## src/rtl/gpio_irq_regfile_if.sv

```systemverilog
// Register access bus between the AXI slave front end and the GPIO register block.
//   reg_addr  : byte address, [7:2] decoded by the slave
//   reg_wdata : write data
//   reg_we    : write strobe, one cycle per access
//   reg_re    : read strobe, one cycle per access
//   reg_wstrb : byte enables for writes
//   reg_rdata : read data, valid the cycle after reg_re
interface gpio_reg_if #(
  parameter int unsigned DATA_WIDTH = 32
) ();
  logic [31:0]           reg_addr;
  logic [DATA_WIDTH-1:0] reg_wdata;
  logic                  reg_we;
  logic                  reg_re;
  logic [3:0]            reg_wstrb;
  logic [DATA_WIDTH-1:0] reg_rdata;

  modport master (
    output reg_addr, reg_wdata, reg_we, reg_re, reg_wstrb,
    input  reg_rdata
  );

  modport slave (
    input  reg_addr, reg_wdata, reg_we, reg_re, reg_wstrb,
    output reg_rdata
  );
endinterface

```

## src/rtl/gpio_irq_regfile.sv

```systemverilog
// GPIO register block: per-pin direction, atomic SET/CLR/TGL of outputs,
// synchronised + debounced inputs, rise/fall edge interrupts with W1C status.
//   clk, rstn : clock, async active-low reset
//   bus       : register access bus (slave side), 1-cycle registered read
//   gpio_in   : async pin inputs
//   gpio_out  : output values (DATA_OUT)
//   gpio_dir  : 1 = output, 0 = input (DIR)
//   irq       : |(IRQ_STATUS & IRQ_EN), registered
module gpio_irq_regfile #(
  parameter int unsigned DATA_WIDTH  = 32,
  parameter int unsigned NUM_PINS    = 32,
  parameter int unsigned SYNC_STAGES = 2,
  parameter int unsigned DEBOUNCE_W  = 8
) (
  input  logic        clk,
  input  logic        rstn,
  gpio_reg_if.slave   bus,
  input  logic [31:0] gpio_in,
  output logic [31:0] gpio_out,
  output logic [31:0] gpio_dir,
  output logic        irq
);

  localparam int unsigned PW = 32;
  localparam logic [PW-1:0] PIN_MASK = PW'((64'd1 << NUM_PINS) - 64'd1);

  localparam logic [5:0] A_DATA_OUT = 6'd0;
  localparam logic [5:0] A_DIR      = 6'd1;
  localparam logic [5:0] A_DATA_IN  = 6'd2;
  localparam logic [5:0] A_OUT_SET  = 6'd3;
  localparam logic [5:0] A_OUT_CLR  = 6'd4;
  localparam logic [5:0] A_OUT_TGL  = 6'd5;
  localparam logic [5:0] A_IRQ_EN   = 6'd6;
  localparam logic [5:0] A_IRQ_RISE = 6'd7;
  localparam logic [5:0] A_IRQ_FALL = 6'd8;
  localparam logic [5:0] A_IRQ_STAT = 6'd9;
  localparam logic [5:0] A_DEBOUNCE = 6'd10;

  logic [PW-1:0]         data_out_q, dir_q, en_q, rise_q, fall_q, status_q;
  logic [PW-1:0]         data_out_d, dir_d, en_d, rise_d, fall_d, status_d;
  logic [DEBOUNCE_W-1:0] deb_q, deb_d;
  logic [DATA_WIDTH-1:0] rdata_q;
  logic                  irq_q;

  logic [PW-1:0]         sync_q [SYNC_STAGES];
  logic [PW-1:0]         stable_q, stable_dly_q;
  logic [DEBOUNCE_W-1:0] cnt_q [PW];

  logic [5:0]    widx_c;
  logic [PW-1:0] bmask_c, wmask_c, wbits_c, w1c_c, set_c, s_c, rdata_c;
  logic          deb_wr_c;
  logic          unused_addr_bits;

  assign widx_c  = bus.reg_addr[7:2];
  assign bmask_c = {{8{bus.reg_wstrb[3]}}, {8{bus.reg_wstrb[2]}},
                    {8{bus.reg_wstrb[1]}}, {8{bus.reg_wstrb[0]}}};
  assign wmask_c = bmask_c & PIN_MASK;
  assign wbits_c = PW'(bus.reg_wdata) & wmask_c;
  assign unused_addr_bits = ^{bus.reg_addr[31:8], bus.reg_addr[1:0]};

  // Synchronised input; unimplemented pins forced to 0 so they never count
  assign s_c = sync_q[SYNC_STAGES-1] & PIN_MASK;

  // Edge events on the debounced value
  assign set_c = ((stable_q & ~stable_dly_q & rise_q) |
                  (~stable_q & stable_dly_q & fall_q)) & PIN_MASK;

  // Register write decode; strobed bytes only
  always_comb begin
    data_out_d = data_out_q;
    dir_d      = dir_q;
    en_d       = en_q;
    rise_d     = rise_q;
    fall_d     = fall_q;
    deb_d      = deb_q;
    deb_wr_c   = 1'b0;
    w1c_c      = '0;
    if (bus.reg_we) begin
      case (widx_c)
        A_DATA_OUT: data_out_d = (data_out_q & ~wmask_c) | wbits_c;
        A_DIR:      dir_d      = (dir_q & ~wmask_c) | wbits_c;
        A_OUT_SET:  data_out_d = data_out_q | wbits_c;
        A_OUT_CLR:  data_out_d = data_out_q & ~wbits_c;
        A_OUT_TGL:  data_out_d = data_out_q ^ wbits_c;
        A_IRQ_EN:   en_d       = (en_q & ~wmask_c) | wbits_c;
        A_IRQ_RISE: rise_d     = (rise_q & ~wmask_c) | wbits_c;
        A_IRQ_FALL: fall_d     = (fall_q & ~wmask_c) | wbits_c;
        A_IRQ_STAT: w1c_c      = wbits_c;
        A_DEBOUNCE: begin
          deb_d    = DEBOUNCE_W'((PW'(deb_q) & ~bmask_c) | (PW'(bus.reg_wdata) & bmask_c));
          deb_wr_c = 1'b1;
        end
        default: ;
      endcase
    end
    // A set event in the same cycle as W1C wins
    status_d = (status_q & ~w1c_c) | set_c;
  end

  // Read mux on pre-write values
  always_comb begin
    rdata_c = '0;
    case (widx_c)
      A_DATA_OUT: rdata_c = data_out_q;
      A_DIR:      rdata_c = dir_q;
      A_DATA_IN:  rdata_c = stable_q;
      A_IRQ_EN:   rdata_c = en_q;
      A_IRQ_RISE: rdata_c = rise_q;
      A_IRQ_FALL: rdata_c = fall_q;
      A_IRQ_STAT: rdata_c = status_q;
      A_DEBOUNCE: rdata_c = PW'(deb_q);
      default:    rdata_c = '0;
    endcase
  end

  // Control/status registers, read data and irq
  always_ff @(posedge clk or negedge rstn) begin
    if (!rstn) begin
      data_out_q <= '0;
      dir_q      <= '0;
      en_q       <= '0;
      rise_q     <= '0;
      fall_q     <= '0;
      status_q   <= '0;
      deb_q      <= '0;
      rdata_q    <= '0;
      irq_q      <= 1'b0;
    end else begin
      data_out_q <= data_out_d;
      dir_q      <= dir_d;
      en_q       <= en_d;
      rise_q     <= rise_d;
      fall_q     <= fall_d;
      status_q   <= status_d;
      deb_q      <= deb_d;
      irq_q      <= |(status_d & en_d);
      if (bus.reg_re) rdata_q <= DATA_WIDTH'(rdata_c);
    end
  end

  // Input synchroniser
  always_ff @(posedge clk or negedge rstn) begin
    if (!rstn) begin
      for (int k = 0; k < int'(SYNC_STAGES); k++) sync_q[k] <= '0;
    end else begin
      sync_q[0] <= gpio_in;
      for (int k = 1; k < int'(SYNC_STAGES); k++) sync_q[k] <= sync_q[k-1];
    end
  end

  // Per-pin debounce: accept a new level after DEBOUNCE+1 consecutive differing cycles
  always_ff @(posedge clk or negedge rstn) begin
    if (!rstn) begin
      stable_q     <= '0;
      stable_dly_q <= '0;
      for (int i = 0; i < int'(PW); i++) cnt_q[i] <= '0;
    end else begin
      stable_dly_q <= stable_q;
      for (int i = 0; i < int'(PW); i++) begin
        if (s_c[i] != stable_q[i]) begin
          if (cnt_q[i] == deb_q) begin
            stable_q[i] <= s_c[i];
            cnt_q[i]    <= '0;
          end else begin
            cnt_q[i] <= cnt_q[i] + DEBOUNCE_W'(1);
          end
        end else begin
          cnt_q[i] <= '0;
        end
        if (deb_wr_c) cnt_q[i] <= '0;
      end
    end
  end

  assign bus.reg_rdata = rdata_q;
  assign gpio_out      = data_out_q;
  assign gpio_dir      = dir_q;
  assign irq           = irq_q;

endmodule

```

## src/flat_wrapper.sv

```systemverilog
// flat-port wrapper written by rule: the top's interface ports become plain ports
module gpio_irq_regfile_flat 
#(
  parameter int unsigned DATA_WIDTH  = 32,
  parameter int unsigned NUM_PINS    = 32,
  parameter int unsigned SYNC_STAGES = 2,
  parameter int unsigned DEBOUNCE_W  = 8
)
  (clk, rstn, gpio_in, gpio_out, gpio_dir, irq, bus_reg_addr, bus_reg_wdata, bus_reg_we, bus_reg_re, bus_reg_wstrb, bus_reg_rdata);
  gpio_reg_if #(.DATA_WIDTH(DATA_WIDTH)) bus_i ();
  input  logic clk;
  input  logic rstn;
  input  logic [31:0] gpio_in;
  output logic [31:0] gpio_out;
  output logic [31:0] gpio_dir;
  output logic irq;
  input wire logic [$bits(bus_i.reg_addr)-1:0] bus_reg_addr;
  input wire logic [$bits(bus_i.reg_wdata)-1:0] bus_reg_wdata;
  input wire logic [$bits(bus_i.reg_we)-1:0] bus_reg_we;
  input wire logic [$bits(bus_i.reg_re)-1:0] bus_reg_re;
  input wire logic [$bits(bus_i.reg_wstrb)-1:0] bus_reg_wstrb;
  output wire logic [$bits(bus_i.reg_rdata)-1:0] bus_reg_rdata;
  assign bus_i.reg_addr = bus_reg_addr;
  assign bus_i.reg_wdata = bus_reg_wdata;
  assign bus_i.reg_we = bus_reg_we;
  assign bus_i.reg_re = bus_reg_re;
  assign bus_i.reg_wstrb = bus_reg_wstrb;
  assign bus_reg_rdata = bus_i.reg_rdata;
  gpio_irq_regfile #(.DATA_WIDTH(DATA_WIDTH), .NUM_PINS(NUM_PINS), .SYNC_STAGES(SYNC_STAGES), .DEBOUNCE_W(DEBOUNCE_W)) u_core (.clk(clk), .rstn(rstn), .bus(bus_i), .gpio_in(gpio_in), .gpio_out(gpio_out), .gpio_dir(gpio_dir), .irq(irq));
endmodule
```

## config.mk

```make
export PLATFORM = sky130hd
export DESIGN_NAME = gpio_irq_regfile_flat
export DESIGN_NICKNAME = d
export VERILOG_FILES = /design/src/rtl/gpio_irq_regfile_if.sv /design/src/rtl/gpio_irq_regfile.sv /design/src/flat_wrapper.sv
export SDC_FILE = /design/constraint.sdc
export NUM_CORES = 1
export LEC_CHECK = 0
export CORE_AREA = 2 2 260 262
export CTS_BUF_LIST = sky130_fd_sc_hd__clkbuf_4 sky130_fd_sc_hd__clkbuf_8
export DETAILED_ROUTE_END_ITERATION = 10
export DIE_AREA = 0 0 262 264
export PLACE_DENSITY = 0.69
export SYNTH_ARGS = -nofsm -noshare
export SYNTH_HDL_FRONTEND = slang
export SYNTH_SLANG_ARGS = --single-unit
```

## constraint.sdc

```tcl
create_clock -name clk -period 4.7 [get_ports clk]
set_input_delay 0.705 -clock clk [delete_from_list [all_inputs] [get_ports clk]]
set_output_delay 0.705 -clock clk [all_outputs]
set_load 0.02 [all_outputs]
```

==> flow_summary.json, run 1 <==
{
  "yosysWarnings": 0,
  "crit_chain": "clkdlybuf4s50_1 > buf_4 > nand2_1 > o21ai_0 > and4b_1 > nand2_1 > a22o_1",
  "start_kind": "input port",
  "drv_slew": 0,
  "synth_seq_cells": 617,
  "initial_utilization_pct": 44.7,
  "fmax_ghz": 0.300,
  "syn_avg_cell_area_sq_um": 10.4,
  "synth_top_area_cell": "dfrtp_1",
  "grt_overflow": 0,
  "hold_buffers": 0,
  "dpl_cell_area_sq_um": 32400,
  "maxCapViolCount": 0,
  "synth_most_common_cell": "dfrtp_1",
  "synth_top_family_by_area": "simple AND/OR/NAND/NOR gates",
  "synth_xor_area_share_pct": 14.1,
  "status": "finished, final reports clean",
  "met2_usage_pct": 38.5,
  "max_stage_delay_ps": 780,
  "synth.distinct_cells": 53,
  "arrival_ps": 3910,
  "syn_area_sq_um": 29700,
  "synth_top_flop_cell": "dfrtp_1",
  "synth_top_area_share_pct": 51.9,
  "setup_violations": 0,
  "hold_path_class": "in2async",
  "grtUsageMet1_pct": 32.6,
  "portBuffers": 174,
  "finalCriticalPeriod_ps": 3330,
  "layout-drive-gt1-share_pct": 10.4,
  "crit_fanout": 17,
  "root_buffer": "clkbuf_8",
  "first_global_vias": 23000,
  "wl_per_cell_um": 21.1,
  "antenna_found_initial": 4,
  "yosys-top-cells-count": "dfrtp_1 (617), xnor2_1 (324), nor2_1 (290)",
  "fin_tns_setup_ps": 0,
  "synth_edf_count": 0,
  "finalHoldViolCount": 0,
  "die_h_um": 264,
  "required_ps": 5280,
  "h-tree-depth": 3,
  "regArea_sq_um": 15500,
  "rsz0062_at_grt": "no",
  "fin_skew_ps": 47.5,
  "ios": 201,
  "dr_total_vias": 22600,
  "timing.hold.ws_ps": 31.3,
  "clkTransAtPathRegs_ps": 60,
  "fp-row-count": 95,
  "grt_pass1_wl_um": 132000,
  "wl_um": 84200,
  "hpwl_um": 56200,
  "cts_buffers": 101,
  "area_delta_synth_final_pct": 16.7,
  "coreArea_sq_um": 66600,
  "multiInputGateArea_sq_um": 13300,
  "die_area_sq_um": 69200,
  "synth_nets": 3031,
  "grt.met3_usage_pct": 5.01,
  "fp.dieW_um": 262,
  "async_flop_share_pct": 100,
  "drt_iter0_markers": 2317,
  "power_density_nw_per_um2": 433,
  "dr.pass1.iters": 7,
  "cts.sinks": 617,
  "critPathSlowestCell": "clkdlybuf4s50_1",
  "syn_inst": 2863,
  "routabilityCongestion": 0.901,
  "max_slew_margin_pct": 29.1,
  "crit_type": "in2reg",
  "leakagePower_uw": 0.0148,
  "drcViolationCount": 0,
  "synth-seq-area-share_pct": 51.9,
  "worstSkewPairLatency_ps": 710,
  "final_area_sq_um": 34700,
  "synth.mux.area_fraction_pct": 2.86,
  "nFillCells": 5813,
  "drt-vias-per-instance": 5.66,
  "tritoncts": "done",
  "ys_top_cells_by_area": "dfrtp_1 (52%), xnor2_1 (9.5%), xor2_1 (4.6%), nor2_1 (3.7%), nand2_1 (3.1%)",
  "ctsResizeCount": 0,
  "fin_nets": 3211,
  "synth_simple_gate_area_share_pct": 15.3,
  "final.period_utilization_pct": 70.9,
  "clock_path_buffers": 3,
  "grt_max_degree": 110,
  "post_cts_buffers": 0,
  "peakVddDrop_mv": 0.221,
  "grt_use_total_pct": 24.5,
  "busiest_layer": "met2",
  "antenna_left": 0,
  "worstMarginPinSlew_ps": 1060,
  "synth_fa_ha_area_share_pct": 2.69,
  "cp_common_cell": "nand2_1",
  "synth_compound_gate_area_share_pct": 9.52,
  "cp-end-kind": "register"
}
## through the flow
stage | total power, uW | util, % | instances | setup WS (ps)
floorplan | 8700 | - | 2863 | 2340
global placement | 9720 | 48.7 | 3813 | 816
detailed placement | 9870 | 48.7 | 3813 | 789
CTS | 15100 | 52.1 | 3999 | 1540
global route | 15800 | 52.1 | 4001 | 1320
finish | 15000 | 52.1 | 4001 | 1370
## cells in the final DEF (no fill, tap or decap), drive strengths merged, types with 35 or more instances in the layout
master	instances
o22ai	35
clkbuf	167
ha	64
o21ai	175
xnor2	324
nand4	80
mux2	64
clkdlybuf4s50	172
buf	48
xor2	156
inv	109
nand3	168
dfrtp	617
nand2	249
a22o	38
nor2	290
and3	67
## power by group
part	internal [uW]	total, uW	switching, uW
clock network	2990	5180	2200
registers	6010	7070	1060
logic	1280	2760	1480
total	10300	15000	4740
## worst paths after layout
path | start | to | slack, ps | depth (start not counted)
max | bus_reg_addr[2] | u_core.gpio_out[26] | 1370 | 7
min | rstn | u_core.cnt_q[88] | 30 | 1
max reg2reg | register | u_core.cnt_q[59] | 2200 | 6
min reg2reg | u_core.sync_q[59] | u_core.s_c[27] | 330 | 0
max in group asynchronous | rstn | u_core.cnt_q[194] | 3360 | 2
min in group clk | u_core.sync_q[59] | u_core.s_c[27] | 330 | 0
## worst max-delay path: cells and delay by family
kind | cells | cell delay, ps
buffers and inverters | 2 | 1180
and+or+nand+nor | 3 | 1460
AOI/OAI and AO/OA | 2 | 540
## area by class of cell
| cell class | count | share of cell area (%) |
|---|---|---|
| flip-flops and latches | 617 | 44.6 |
| multi-input cells | 1995 | 38.3 |
| repair buffers | 220 | 6.23 |
| clock buffers | 167 | 6.07 |
| well taps | 873 | 3.15 |
| inverters | 108 | 1.17 |
| clock inverters | 19 | 0.523 |
| diodes | 2 | 0.0144 |
## cells by family (layout without fill, tap and decap cells)
logic type,count (synthesis),count (layout)
xor+xnor,480,480
mux,77,77
fa+ha+maj,64,64
other cells,0,2
simple gates,954,954
compound gates,420,420
flops,617,617
buf+inv,251,514
## routing by layer
metal,share of wire (%),routed length (um)
met4,4.1,3420
met3,8.5,7170
met1,42,35100
met2,46,38500
met5,0.031,26
Note: power is estimated with default switching activity, not from simulation.
==> run 2, diff against run 1 <==
==> constraint.sdc (replaced) <==
create_clock -name clk -period 3.39 [get_ports clk]
set_input_delay 0.5085 -clock clk [delete_from_list [all_inputs] [get_ports clk]]
set_output_delay 0.5085 -clock clk [all_outputs]
set_load 0.02 [all_outputs]
==> flow_summary.json, run 2 (same netlist as run 1, synthesis figures left out) <==
{
  "maxCapViolCount": 0,
  "max_slew_margin_pct": 40.2,
  "crit_fanout": 15,
  "cp-end-kind": "register",
  "clkTransAtPathRegs_ps": 70,
  "initial_utilization_pct": 44.7,
  "die_h_um": 264,
  "crit_type": "in2reg",
  "ios": 201,
  "start_kind": "input port",
  "crit_chain": "clkdlybuf4s50_1 > buf_4 > and3b_1 > nand2_4 > a211oi_1 > o22ai_1 > nor4b_1 > buf_4 > nand4_1",
  "routabilityCongestion": 0.912,
  "fin_skew_ps": 38.2,
  "post_cts_buffers": 0,
  "area_delta_synth_final_pct": 17.4,
  "fin_nets": 3251,
  "fp-row-count": 95,
  "worstMarginPinSlew_ps": 898,
  "antenna_found_initial": 4,
  "drt-vias-per-instance": 5.68,
  "setup_violations": 0,
  "dr_total_vias": 22900,
  "hp-start": "gpio_in[16]",
  "clock_path_buffers": 3,
  "layout-drive-gt1-share_pct": 11.2,
  "final_common_cell": "dfrtp_1",
  "root_buffer": "clkbuf_8",
  "worstSkewPairLatency_ps": 720,
  "wl_um": 84300,
  "critPathSlowestCell": "clkdlybuf4s50_1",
  "required_ps": 3970,
  "finalHoldViolCount": 0,
  "finalCriticalPeriod_ps": 2570,
  "r2r_cells": 6,
  "cp_num_buf_inv": 3,
  "drt_iter0_markers": 2076,
  "cp_common_cell": "buf_4",
  "cp_top_family": "buffers and inverters",
  "drv_slew": 0,
  "nFillCells": 5820,
  "antenna_left": 0,
  "hold_buffers": 1,
  "cts_buffers": 101,
  "drcViolationCount": 0,
  "rr_endpoint": "u_core.cnt_q[62]",
  "cts.sinks": 617,
  "h-tree-depth": 3,
  "worstHoldEndpoint": "u_core.sync_q[48]",
  "leakagePower_uw": 0.0149,
  "status": "finished, final reports clean",
  "fin_tns_setup_ps": 0,
  "timing.hold.ws_ps": 238,
  "final.period_utilization_pct": 75.7,
  "grt_pass1_wl_um": 131000,
  "hpwl_um": 57600,
  "power_density_nw_per_um2": 588,
  "r2r_slack_ps": 1080,
  "coreArea_sq_um": 66600,
  "hold_path_class": "in2reg",
  "first_global_vias": 23200,
  "fp.dieW_um": 262,
  "portBuffers": 174,
  "wl_per_cell_um": 20.9,
  "grt_max_degree": 121,
  "grt_use_total_pct": 24.5,
  "dr.pass1.iters": 6,
  "ctsResizeCount": 0,
  "tritoncts": "done",
  "max_stage_delay_ps": 560,
  "fmax_ghz": 0.390,
  "min_path_cells": 1,
  "rsz0062_at_grt": "no",
  "peakVddDrop_mv": 0.271,
  "grt_overflow": 0,
  "die_area_sq_um": 69200,
  "power_uw": 20500,
  "final_cell_mix": "dfrtp_1 (609), xnor2_1 (324), nor2_1 (290)",
  "arrival_ps": 3150
}
-- run 2: worst max-delay path by stage --
stage	from	end	depth (start not counted)
floorplan	bus_reg_we	u_core.irq	9
global placement	bus_reg_addr[2]	u_core.irq	8
detailed placement	bus_reg_addr[2]	u_core.irq	8
CTS	u_core.gpio_out[2]	gpio_out[2]	1
global route	bus_reg_addr[2]	u_core.irq	8
finish	bus_reg_addr[2]	u_core.irq	9
-- run 2: layout make-up --
class | count | area [sq um] | area share [%]
antenna | 2 | 5.00 | 0.0143
clock buffer | 150 | 1850 | 5.31
clock inverter | 24 | 265 | 0.760
inverter | 108 | 405 | 1.16
multi-input combinational | 1995 | 13300 | 38.1
sequential | 617 | 15500 | 44.3
tap | 873 | 1090 | 3.13
timing repair buffer | 260 | 2530 | 7.25
-- run 2: through the flow --
| step | cells | worst slack [ps] | cell area, sq um | utilization, % |
|---|---|---|---|---|
| 6_report | 4029 | 824 | 34900 | 52.4 |
| 5_1_grt | 4029 | 787 | 34900 | 52.4 |
| 3_3_place_gp | 3852 | 102 | 32800 | 49.2 |
| 2_1_floorplan | 2863 | 1230 | 29700 | - |
| 4_1_cts | 4027 | 912 | 34900 | 52.4 |
| 3_5_place_dp | 3852 | 169 | 32800 | 49.2 |
-- run 2: layer usage --
layer	part of all wire, %	GRT usage, %	wire [um]
met1	41	31.7	34900
met5	0.026	0	22
met2	47	39.2	39300
met4	4.1	11.2	3430
met3	7.9	5.33	6640
-- run 2: where the power goes --
part	switching (uW)	total, uW	internal [uW]
sequential	1400	9730	8330
combinational	2130	3940	1800
clock	2980	6840	3860
==> run 3, diff against run 2 <==
--- a/config.mk
+++ b/config.mk
@@ -9,7 +9,7 @@
 export CTS_BUF_LIST = sky130_fd_sc_hd__clkbuf_4 sky130_fd_sc_hd__clkbuf_8
 export DETAILED_ROUTE_END_ITERATION = 10
 export DIE_AREA = 0 0 262 264
-export PLACE_DENSITY = 0.69
+export PLACE_DENSITY = 0.72
 export SYNTH_ARGS = -nofsm -noshare
 export SYNTH_HDL_FRONTEND = slang
 export SYNTH_SLANG_ARGS = --single-unit
==> constraint.sdc (replaced) <==
create_clock -name clk -period 2.1 [get_ports clk]
set_input_delay 0.315 -clock clk [delete_from_list [all_inputs] [get_ports clk]]
set_output_delay 0.315 -clock clk [all_outputs]
set_load 0.02 [all_outputs]
==> flow_summary.json, run 3 (same netlist as run 1, synthesis figures left out) <==
{
  "status": "finished, final reports clean",
  "drt_iter0_markers": 2424,
  "drcViolationCount": 0,
  "dpl_worst_slack_ps": -665,
  "crit_fanout": 8,
  "arrival_ps": 2660,
  "antenna_found_initial": 10,
  "required_ps": 2700,
  "portBuffers": 174,
  "finalCriticalPeriod_ps": 2060,
  "final_common_cell": "dfrtp_1",
  "antenna_left": 0,
  "fp-row-count": 95,
  "grt_max_degree": 89,
  "maxCapViolCount": 0,
  "setup_violations": 0,
  "start_kind": "input port",
  "area_delta_synth_final_pct": 23.2,
  "die_area_sq_um": 69200,
  "root_buffer": "clkbuf_8",
  "fin_skew_ps": 42.4,
  "fmax_ghz": 0.484,
  "grt_overflow": 0,
  "ios": 201,
  "grt_pass1_wl_um": 135000,
  "rsz0062_at_grt": "no",
  "hpwl_um": 62300,
  "wl_um": 87500,
  "clock_path_buffers": 3,
  "peakVddDrop_mv": 0.449,
  "grt_use_total_pct": 25.4,
  "worst_slack_ps": 35.0,
  "cp-end-kind": "register",
  "fp.dieW_um": 262,
  "final_area_sq_um": 36600,
  "tritoncts": "done",
  "fin_cells": 4189,
  "hold_path_class": "in2reg",
  "multiInputGateArea_sq_um": 13300,
  "final.period_utilization_pct": 98.3,
  "final_cell_mix": "dfrtp_1 (607), xnor2_1 (324), nor2_1 (290)",
  "leakagePower_uw": 0.0163,
  "cts_buffers": 101,
  "dr.pass1.iters": 9,
  "wl_per_cell_um": 20.9,
  "dpl_cell_area_sq_um": 34300,
  "clkTransAtPathRegs_ps": 70,
  "finalHoldViolCount": 0,
  "initial_utilization_pct": 44.7,
  "max_slew_margin_pct": 66.6,
  "worstSkewPairLatency_ps": 720,
  "nFillCells": 5678,
  "layout-drive-gt1-share_pct": 15.6,
  "fin_nets": 3398,
  "drt-vias-per-instance": 5.59,
  "h-tree-depth": 3,
  "drv_slew": 0,
  "worstMarginPinSlew_ps": 501,
  "routabilityCongestion": 0.955,
  "power_density_nw_per_um2": 932,
  "dp_cells": 3994,
  "fin_tns_setup_ps": 0,
  "coreArea_sq_um": 66600,
  "regArea_sq_um": 15500,
  "die_h_um": 264,
  "cts.sinks": 617,
  "dr_total_vias": 23400,
  "crit_type": "in2reg",
  "first_global_vias": 23100
}
run 3: cell types whose count changed in the layout (fill, tap and decap cells not counted), moves of 11 or more:
cell             delta
dlymetal6s2s_1     +11
buf_4             +102
buf_12             +41
dlygate4sd2_1      +63
clkbuf_8           +13
clkdlybuf4s50_1    -74
run 3: area by class of cell:
cell class | instances | share of cell area [%]
Clock buffer | 165 | 5.59
Inverter | 108 | 1.11
Timing Repair Buffer | 407 | 11.2
Tap cell | 873 | 2.98
Clock inverter | 21 | 0.502
Multi-Input combinational cell | 1995 | 36.4
Antenna cell | 3 | 0.0205
Sequential cell | 617 | 42.2
run 3: metrics by stage:
stage	power, uW	hold slack (ps)	util, %
after detailed placement	22900	203	51.6
after global routing	35800	17.9	55.0
after global placement	22700	204	51.6
after CTS	34200	7.30	54.8
final	34100	44.0	55.0
after floorplan	19500	19.4	-
run 3: metal layers:
layer  vias up  wire length [um]  global-route usage, %
li1      10600                 -                      -
met1     11500             36500                   34.9
met2      1061             39500                   38.8
met3       219              8030                   5.86
met4        12              3330                   10.4
met5         -                70                      0
run 3: path summary, 6_finish.rpt:
| kind | from | to | slack, ps | depth (start not counted) |
|---|---|---|---|---|
| min | gpio_in[30] | u_core.sync_q[62] | 40 | 1 |
| max reg2reg | u_core.stable_q[17] | u_core.irq | 160 | 6 |
| max in group asynchronous | rstn | u_core.cnt_q[54] | 1180 | 4 |
| min reg2reg | u_core.sync_q[38] | u_core.s_c[6] | 340 | 0 |
| min in group asynchronous | rstn | async pin | 60 | 2 |
| max | bus_reg_we | u_core.irq | 40 | 9 |
run 3: power breakdown:
part | switching [uW] | internal, uW
Clock | 4960 | 6410
Sequential | 2140 | 13500
Combinational | 3890 | 3260
run 3: timing repair:
item,CTS,global route
resized for setup,65,16
hold buffers,4,0
setup buffers,0,1
setup endpoints to repair,63,36
gates cloned,0,1
pin swaps,0,1
endpoints found under the hold margin,326,0
run 3: critical path: stages:
cell,delay (ps)
clkdlybuf4s50_1,550
and3b_1,440
buf_4,190
nand3_2,190
a2bb2oi_1,340
o22ai_1,170
nor4b_2,230
buf_4,150
nand4_1,90
